==> src/rtl/correlation_sequencer.sv <==
// Time-multiplexed 10-tap correlator: one multiply-accumulate unit walks the taps
// for each accepted sample and returns the result over a valid/ready port.
module correlation_sequencer #(
  parameter int TAPS   = 10,
  parameter int DATA_W = 4,
  parameter int ACC_W  = 12
) (
  input  logic              clock,
  input  logic              reset,
  input  logic              clear,
  input  logic              in_valid,
  input  logic [DATA_W-1:0] in_data,
  output logic              in_ready,
  output logic              out_valid,
  input  logic              out_ready,
  output logic [ACC_W-1:0]  out,
  input  logic              cfg_we,
  input  logic [3:0]        cfg_addr,
  input  logic [DATA_W-1:0] cfg_data,
  output logic              cfg_err,
  output logic              busy
);

  localparam int K_W = $clog2(TAPS);
  localparam logic [K_W-1:0] LAST_K = K_W'(TAPS - 1);

  typedef enum logic [1:0] {IDLE, MAC, DONE} state_t;

  state_t            state_q, state_d;
  logic [K_W-1:0]    k_q, k_d;
  logic [ACC_W-1:0]  acc_q, acc_d;
  logic [ACC_W-1:0]  out_q, out_d;
  logic              out_valid_q, out_valid_d;
  logic              cfg_err_q, cfg_err_d;
  logic [DATA_W-1:0] win_q [TAPS];
  logic [DATA_W-1:0] win_d [TAPS];
  logic [DATA_W-1:0] coef_q [TAPS];
  logic [DATA_W-1:0] coef_d [TAPS];
  logic [2*DATA_W-1:0] prod;

  always_comb begin
    state_d     = state_q;
    k_d         = k_q;
    acc_d       = acc_q;
    out_d       = out_q;
    out_valid_d = out_valid_q;
    cfg_err_d   = 1'b0;
    win_d       = win_q;
    coef_d      = coef_q;
    prod        = {{DATA_W{1'b0}}, win_q[k_q]} * {{DATA_W{1'b0}}, coef_q[k_q]};

    // Writes land on the same edge as a sample acceptance, so that MAC sees them.
    if (cfg_we) begin
      if (state_q == IDLE && cfg_addr <= 4'(LAST_K)) begin
        coef_d[cfg_addr] = cfg_data;
      end else begin
        cfg_err_d = 1'b1;
      end
    end

    if (clear) begin
      state_d     = IDLE;
      k_d         = '0;
      acc_d       = '0;
      out_valid_d = 1'b0;
      for (int i = 0; i < TAPS; i++) win_d[i] = '0;
    end else begin
      case (state_q)
        IDLE: begin
          if (in_valid) begin
            win_d[0] = in_data;
            for (int i = 1; i < TAPS; i++) win_d[i] = win_q[i-1];
            k_d     = '0;
            acc_d   = '0;
            state_d = MAC;
          end
        end
        MAC: begin
          acc_d = acc_q + {{(ACC_W-2*DATA_W){1'b0}}, prod};
          if (k_q == LAST_K) begin
            out_d       = acc_d;
            out_valid_d = 1'b1;
            k_d         = '0;
            state_d     = DONE;
          end else begin
            k_d = k_q + K_W'(1);
          end
        end
        DONE: begin
          if (out_ready) begin
            out_valid_d = 1'b0;
            state_d     = IDLE;
          end
        end
        default: state_d = IDLE;
      endcase
    end
  end

  always_ff @(posedge clock or posedge reset) begin
    if (reset) begin
      state_q     <= IDLE;
      k_q         <= '0;
      acc_q       <= '0;
      out_q       <= '0;
      out_valid_q <= 1'b0;
      cfg_err_q   <= 1'b0;
      for (int i = 0; i < TAPS; i++) begin
        win_q[i]  <= '0;
        coef_q[i] <= DATA_W'(i + 1);
      end
    end else begin
      state_q     <= state_d;
      k_q         <= k_d;
      acc_q       <= acc_d;
      out_q       <= out_d;
      out_valid_q <= out_valid_d;
      cfg_err_q   <= cfg_err_d;
      win_q       <= win_d;
      coef_q      <= coef_d;
    end
  end

  assign in_ready  = (state_q == IDLE);
  assign busy      = (state_q != IDLE);
  assign out_valid = out_valid_q;
  assign out       = out_q;
  assign cfg_err   = cfg_err_q;

endmodule

==> config.mk <==
export PLATFORM = sky130hd
export DESIGN_NAME = correlation_sequencer
export DESIGN_NICKNAME = d
export VERILOG_FILES = /design/src/rtl/correlation_sequencer.sv
export SDC_FILE = /design/constraint.sdc
export NUM_CORES = 1
export LEC_CHECK = 0
export ABC_AREA = 1
export CORE_AREA = 2 2 87 152
export DETAILED_ROUTE_END_ITERATION = 8
export DIE_AREA = 0 0 89 154
export GPL_ROUTABILITY_DRIVEN = 0
export PLACE_DENSITY = 0.79
export SYNTH_ARGS = -nofsm -noshare
export SYNTH_HDL_FRONTEND = slang
export SYNTH_SLANG_ARGS = --single-unit
==> constraint.sdc <==
create_clock -name clock -period 5.7 [get_ports clock]
set_clock_uncertainty 0.2 [all_clocks]
set_input_delay 1.14 -clock clock [delete_from_list [all_inputs] [get_ports clock]]
set_output_delay 1.14 -clock clock [all_outputs]
set_load 0.05 [all_outputs]
* Word-level counts from Yosys, hierarchy flattened
Index checks and enable logic that the tools add are counted.
** Cells by class
- $add $sub $neg :: 2
- $mul :: 1
- Div/mod/pow operators :: 0
- $lt $le $gt $ge :: 4
- Equal/unequal tests :: 6
- Shift-type cells :: 0
- Muxes and demuxes :: 30
- Bitwise logic cells :: 3
- Reduce and logical (&&, ||, !) cells :: 14
** Operators by type and width (number)
- two-way mux 40 bit :: 3
- bitwise mux 40 bit :: 1
- binary-select mux 4 bit (select 4 bit) :: 2
- two-way mux 4 bit :: 8
- two-way mux 12 bit :: 2
- case mux 12 bit (2 select lines) :: 1
- demux 4 bit (select 4 bit) :: 1
- adder 12 x 8 -> 12 bit :: 1
- >= comparator 5 bit (second input constant) :: 2
- inverter 4 -> 5 bit :: 2
- inequality test 3 bit (second input constant) :: 3
- AND reduction 3 bit :: 3
- multiplier 4 x 4 -> 8 bit :: 1
- two-way mux 2 bit :: 4
- case mux 4 bit (2 select lines) :: 1
- case mux 2 bit (3 select lines) :: 1
- AND reduction 2 bit :: 3
- nonzero test 2 bit :: 3
- nonzero test 3 bit :: 2
- < comparator 5 x 1 -> 1 bit (second input constant) :: 1
- two-way mux 1 bit :: 5
- adder 4 x 1 -> 4 bit (second input constant) :: 1
- == test 4 bit (second input constant) :: 1
- <= comparator 4 bit (second input constant) :: 1
- other kinds (6) :: 7
** Word-level totals
- Bits in registers :: 112
- Bits in latches :: 0
- RAM bits :: 0
- Bits in read-only memories :: 0
- Input bits :: 18
- Output and inout port bits :: 16
- Logic and storage cells :: 86
- Memories :: 0

* Depth between registers and ports, before layout
- Depth after elaboration :: 8
- Depth in mapped cells :: 26
- Depth with buffers taken out :: 23

* Worst setup path after synthesis
Ideal clock, no wire load.
- Path kind :: register to register
- Start point :: register k_q[0]
- End point :: register out_q[7], in the netlist out[7]
- Library setup time :: 0.118 ns
- Arrival time :: 3.674 ns
- Data required time :: 5.382 ns
- Path slack :: 1.708 ns
- Cell stages (with the launch flop) :: 24
- Buffers on the path :: 3
- Period minus slack after synthesis :: 3.992 ns
- Cell sequence :: dfrtp_1 > buf_4 > inv_2 > buf_6 > buf_6 > nand2_1 > nand3_1 > nand3_1 > nand3_1 > nand2_1 > nand2_1 > fa_1 > fa_1 > fa_1 > inv_1 > ha_1 > nand2_1 > inv_1 > nand2_1 > nand3_1 > nand2_1 > nand3b_1 > nand3_1 > nand2_1
** On the way
- Longest elaborated chain between the ends :: 6
- Elaborated cells on any way between the ends :: 11
- Classes of those cells :: add/sub (1); mul (1); eq/ne (1); mux (6); bitwise (1); reduce/logical (1)
** RTL lines
- from (decl) :: RTL line 30 : logic [K_W-1:0] k_q, k_d;
- from (signal assigned) :: RTL line 114 : k_q <= k_d;
- inverter 4 -> 5 bit (implied by the code) :: RTL line 50 : prod = {{DATA_W{1'b0}}, win_q[k_q]} * {{DATA_W{1'b0}}, coef_q[k_q]};
- binary-select mux 4 bit (select 4 bit) :: RTL line 50
- two-way mux 4 bit (implied by the code) (2 in a row) :: RTL line 50
- multiplier 4 x 4 -> 8 bit :: RTL line 50
- adder 12 x 8 -> 12 bit :: RTL line 79 : acc_d = acc_q + {{(ACC_W-2*DATA_W){1'b0}}, prod};
- to (signal assigned) :: RTL line 116 : out_q <= out_d;
- to (decl) :: RTL line 32 : logic [ACC_W-1:0] out_q, out_d;
Several ways; a longest one is shown, not always the timed one. The select of a mux whose other input is x is not followed.
A chain may end at the register's enable or synchronous reset.

* Worst setup path in the final report
- Start point :: register k_q[1]
- End point :: register out_q[5], in the netlist out[5]
Same word-level chain as after synthesis.

==> run summary <==
Run status: finished clean
Clk pin slew, worst setup/hold paths: 0.08 ns
Number of cells on the worst reg-to-reg path: 17
Crit Path Class: register to register
Core area: 12400 sq um
Initial antenna violation count: 0
Number of resized instances in the post-cts repair step: 0
Post-route fraction of the period consumed by the critical path: 82.3%
TritonCTS clock tree: yes
Filler cell count: 1193
Post-synthesis average cell area: 7.93 sq um
TritonCTS buffer count: 9
Power per standard cell area: 294 nW/um^2
Number of standard cells after synthesis: 774
DRC: 0
H-tree depth reported by CTS: 3
Cell area after synthesis: 6140 sq um
Setup Buffers After CTS: 0
Growth of design area from synthesis to finish: 12.1%
Class of the worst hold path: register to register
Synth Net Count: 821
Longest Clk Path Bufs: 2
N_diodes: 0
Worst flop-to-flop path endpoint: out[5]
WL per Instance: 14.3 um
Peak clock frequency supported by timing: 213 MHz
Worst slew margin relative to its limit: 46.7%
Die Outline Area: 13700 sq um
End point of the worst hold path: out[3]
Number of enable-type register cells in the synthesized netlist: 0
Initial DRC count: 293
Non-filler instance count after layout: 967
Worst endpoint data arrival time: 4.73 ns
Die boundary height: 154 um
Number of hold-slack violations in the final timing report: 0
First-pass DRT Iterations: 5
Largest voltage drop on the vdd net: 158 uV
Routed wire length: 13900 um
Starting density of the core: 49.4%
Hold Crit Depth: 2
Hold Worst Slack: 0.275 ns
Routed via count: 5064
Reg-to-reg critical path startpoint: k_q[1]
Synthesis-stage register bit count: 112
Synth Flop Type: sky130_fd_sc_hd__dfrtp_1
Worst-Skew Late Latency: 0.36 ns
Clock tree sinks: 112
Kind of end point of the critical path: register
Top Ports: 34
Ys Warns: 0
Final global-route overflow total: 0
Endpoints failing setup: 0
Pin count of the biggest net entering global routing: 64
Launch instance of the worst min-delay path: out[3]
Leakage Power: 3.44 nW
Final max-slew violation count: 0
Post-CTS Hold Buffers: 0
Clk Tree Root Cell: sky130_fd_sc_hd__clkbuf_16
Startpoint Class: register
Average via count per standard cell: 5.24
Number of global-route vias before repair: 5108
Post-layout min period: 4.69 ns
NumNets Final: 841
RSZ-0062 raised after global routing: false
Reported max-cap violation count: 0
Sum Neg Setup Slack: 0 ns
Leading area contributor after synthesis: sky130_fd_sc_hd__dfrtp_1
GRT Total Usage: 21.8%
Library cells used by synthesis: 37
Die outline width: 89 um
Required @ worst endpoint: 5.74 ns
Portion of the post-synthesis area used by sequential elements: 46.0%
Post-DP HPWL: 10100 um
Share of synthesized registers carrying an async set or reset: 100%
Top post-synthesis cells by area: sky130_fd_sc_hd__dfrtp_1 39%, sky130_fd_sc_hd__nand2_1 15%, sky130_fd_sc_hd__inv_1 7.7%, sky130_fd_sc_hd__dfstp_2 7.3%, sky130_fd_sc_hd__nand3_1 6.1%
Dpl cells: 951
Buffers on Ports: 33
Layout cells sized above 1: 7.63%
Fraction of post-synthesis cell area in the top cell type by area: 38.7%
Slew at the pin closest to its max-slew limit: 0.800 ns
Wire length of the first global-routing pass: 23600 um
Setup slack of the most critical reg-to-reg path: 1.01 ns
Antenna Violating Nets Remaining: 0
Number of placement rows: 54
Critical path peak fanout: 20
## cells in the final DEF (no fill, tap or decap), types with 4 or more instances in the layout
cell type and count:
sky130_fd_sc_hd__buf_4 6, sky130_fd_sc_hd__clkbuf_16 9, sky130_fd_sc_hd__clkdlybuf4s50_1 33, sky130_fd_sc_hd__dfrtp_1 95, sky130_fd_sc_hd__dfstp_2 17, sky130_fd_sc_hd__fa_1 9, sky130_fd_sc_hd__ha_1 20, sky130_fd_sc_hd__inv_1 125
sky130_fd_sc_hd__inv_2 4, sky130_fd_sc_hd__nand2_1 238, sky130_fd_sc_hd__nand3_1 75, sky130_fd_sc_hd__nor2_1 20, sky130_fd_sc_hd__nor2_4 5, sky130_fd_sc_hd__o211ai_1 9, sky130_fd_sc_hd__o21ai_0 50, sky130_fd_sc_hd__o21ai_1 6
sky130_fd_sc_hd__o22ai_1 38
## flip-flops by register name (all words and copies together) (netlist names)
| name | cells |
|---|---|
| win_q | 40 |
| state_q | 2 |
| k_q | 4 |
| coef_q | 40 |
| out | 12 |
| out_valid | 1 |
| cfg_err | 1 |
| acc_q | 12 |
## worst max-delay path, stage by stage (launching register included)
cell and delay, ns:
sky130_fd_sc_hd__dfrtp_1 0.81, sky130_fd_sc_hd__inv_2 0.31, sky130_fd_sc_hd__nand3_1 0.16, sky130_fd_sc_hd__nand3_1 0.11, sky130_fd_sc_hd__nand3_1 0.11, sky130_fd_sc_hd__nand2_1 0.12
sky130_fd_sc_hd__nand2_1 0.13, sky130_fd_sc_hd__fa_1 0.43, sky130_fd_sc_hd__fa_1 0.51, sky130_fd_sc_hd__fa_1 0.51, sky130_fd_sc_hd__inv_1 0.04, sky130_fd_sc_hd__ha_1 0.36
sky130_fd_sc_hd__nand2_1 0.09, sky130_fd_sc_hd__inv_1 0.05, sky130_fd_sc_hd__nand2_1 0.05, sky130_fd_sc_hd__nand3_1 0.14, sky130_fd_sc_hd__xnor2_1 0.30, sky130_fd_sc_hd__o21ai_0 0.13
## metal layers
metal  track usage (%)  wire length (um)  vias up
met5                 0                 0        -
met1              25.8              5600     2383
met3              3.65               481       50
li1                  -                 -     2506
met4              11.7               660        0
met2              36.6              7110      125
## worst max-delay path by stage
stage            from       end  depth (start not counted)  slack, ns
2_1_floorplan   reset  acc_q[0]                          1       1.43
3_3_place_gp   k_q[1]    out[5]                         17       1.13
3_5_place_dp   k_q[1]    out[5]                         17       1.08
4_1_cts        k_q[1]    out[5]                         17       1.05
5_1_grt        k_q[1]    out[7]                         20       0.67
6_report       k_q[1]    out[5]                         17       1.01
## final cells by class
type,instances,area (sq um),area share (%)
clock buffers,10,239,3.47
clock inverters,6,72.6,1.06
inverters,131,494,7.19
multi-input cells,501,2660,38.7
flip-flops and latches,112,2820,41.1
well taps,168,210,3.06
repair buffers,39,375,5.46
## cell usage after synthesis (all sizes together), types with 3 or more instances
cell / n
nor3: 4
ha: 20
inv: 130
nand3: 77
nand3b: 3
nand4: 4
o22ai: 38
a21oi: 3
clkbuf: 9
nor2: 27
a22o: 3
dfrtp: 95
nand2: 239
o211ai: 9
o21ai: 58
buf: 21
fa: 9
dfstp: 17
## per-stage QoR
step	util [%]	cell area [sq um]	power [mW]	setup slack, ns
global placement	52.8	6570	1.37	1.13
global route	55.3	6880	2.14	0.670
detailed placement	52.8	6570	1.38	1.08
floorplan	-	6140	1.27	1.43
CTS	55.3	6880	2.03	1.05
finish	55.3	6880	2.02	1.01
## power breakdown
group,internal [mW],total [mW],switching [mW]
Clock,0.326,0.650,0.324
Sequential,0.902,0.935,0.0330
Combinational,0.149,0.439,0.290
Total,1.38,2.02,0.647
## logic make-up after synthesis
| family | count (synthesis) | share of synthesized area, % |
|---|---|---|
| compound gates | 113 | 10.7 |
| xor+xnor | 3 | 0.428 |
| fa+ha+maj | 29 | 7.01 |
| buf+inv | 161 | 10.6 |
| flops | 112 | 46.0 |
| simple gates | 356 | 25.2 |
No activity file was read; power rests on OpenSTA's default activity.
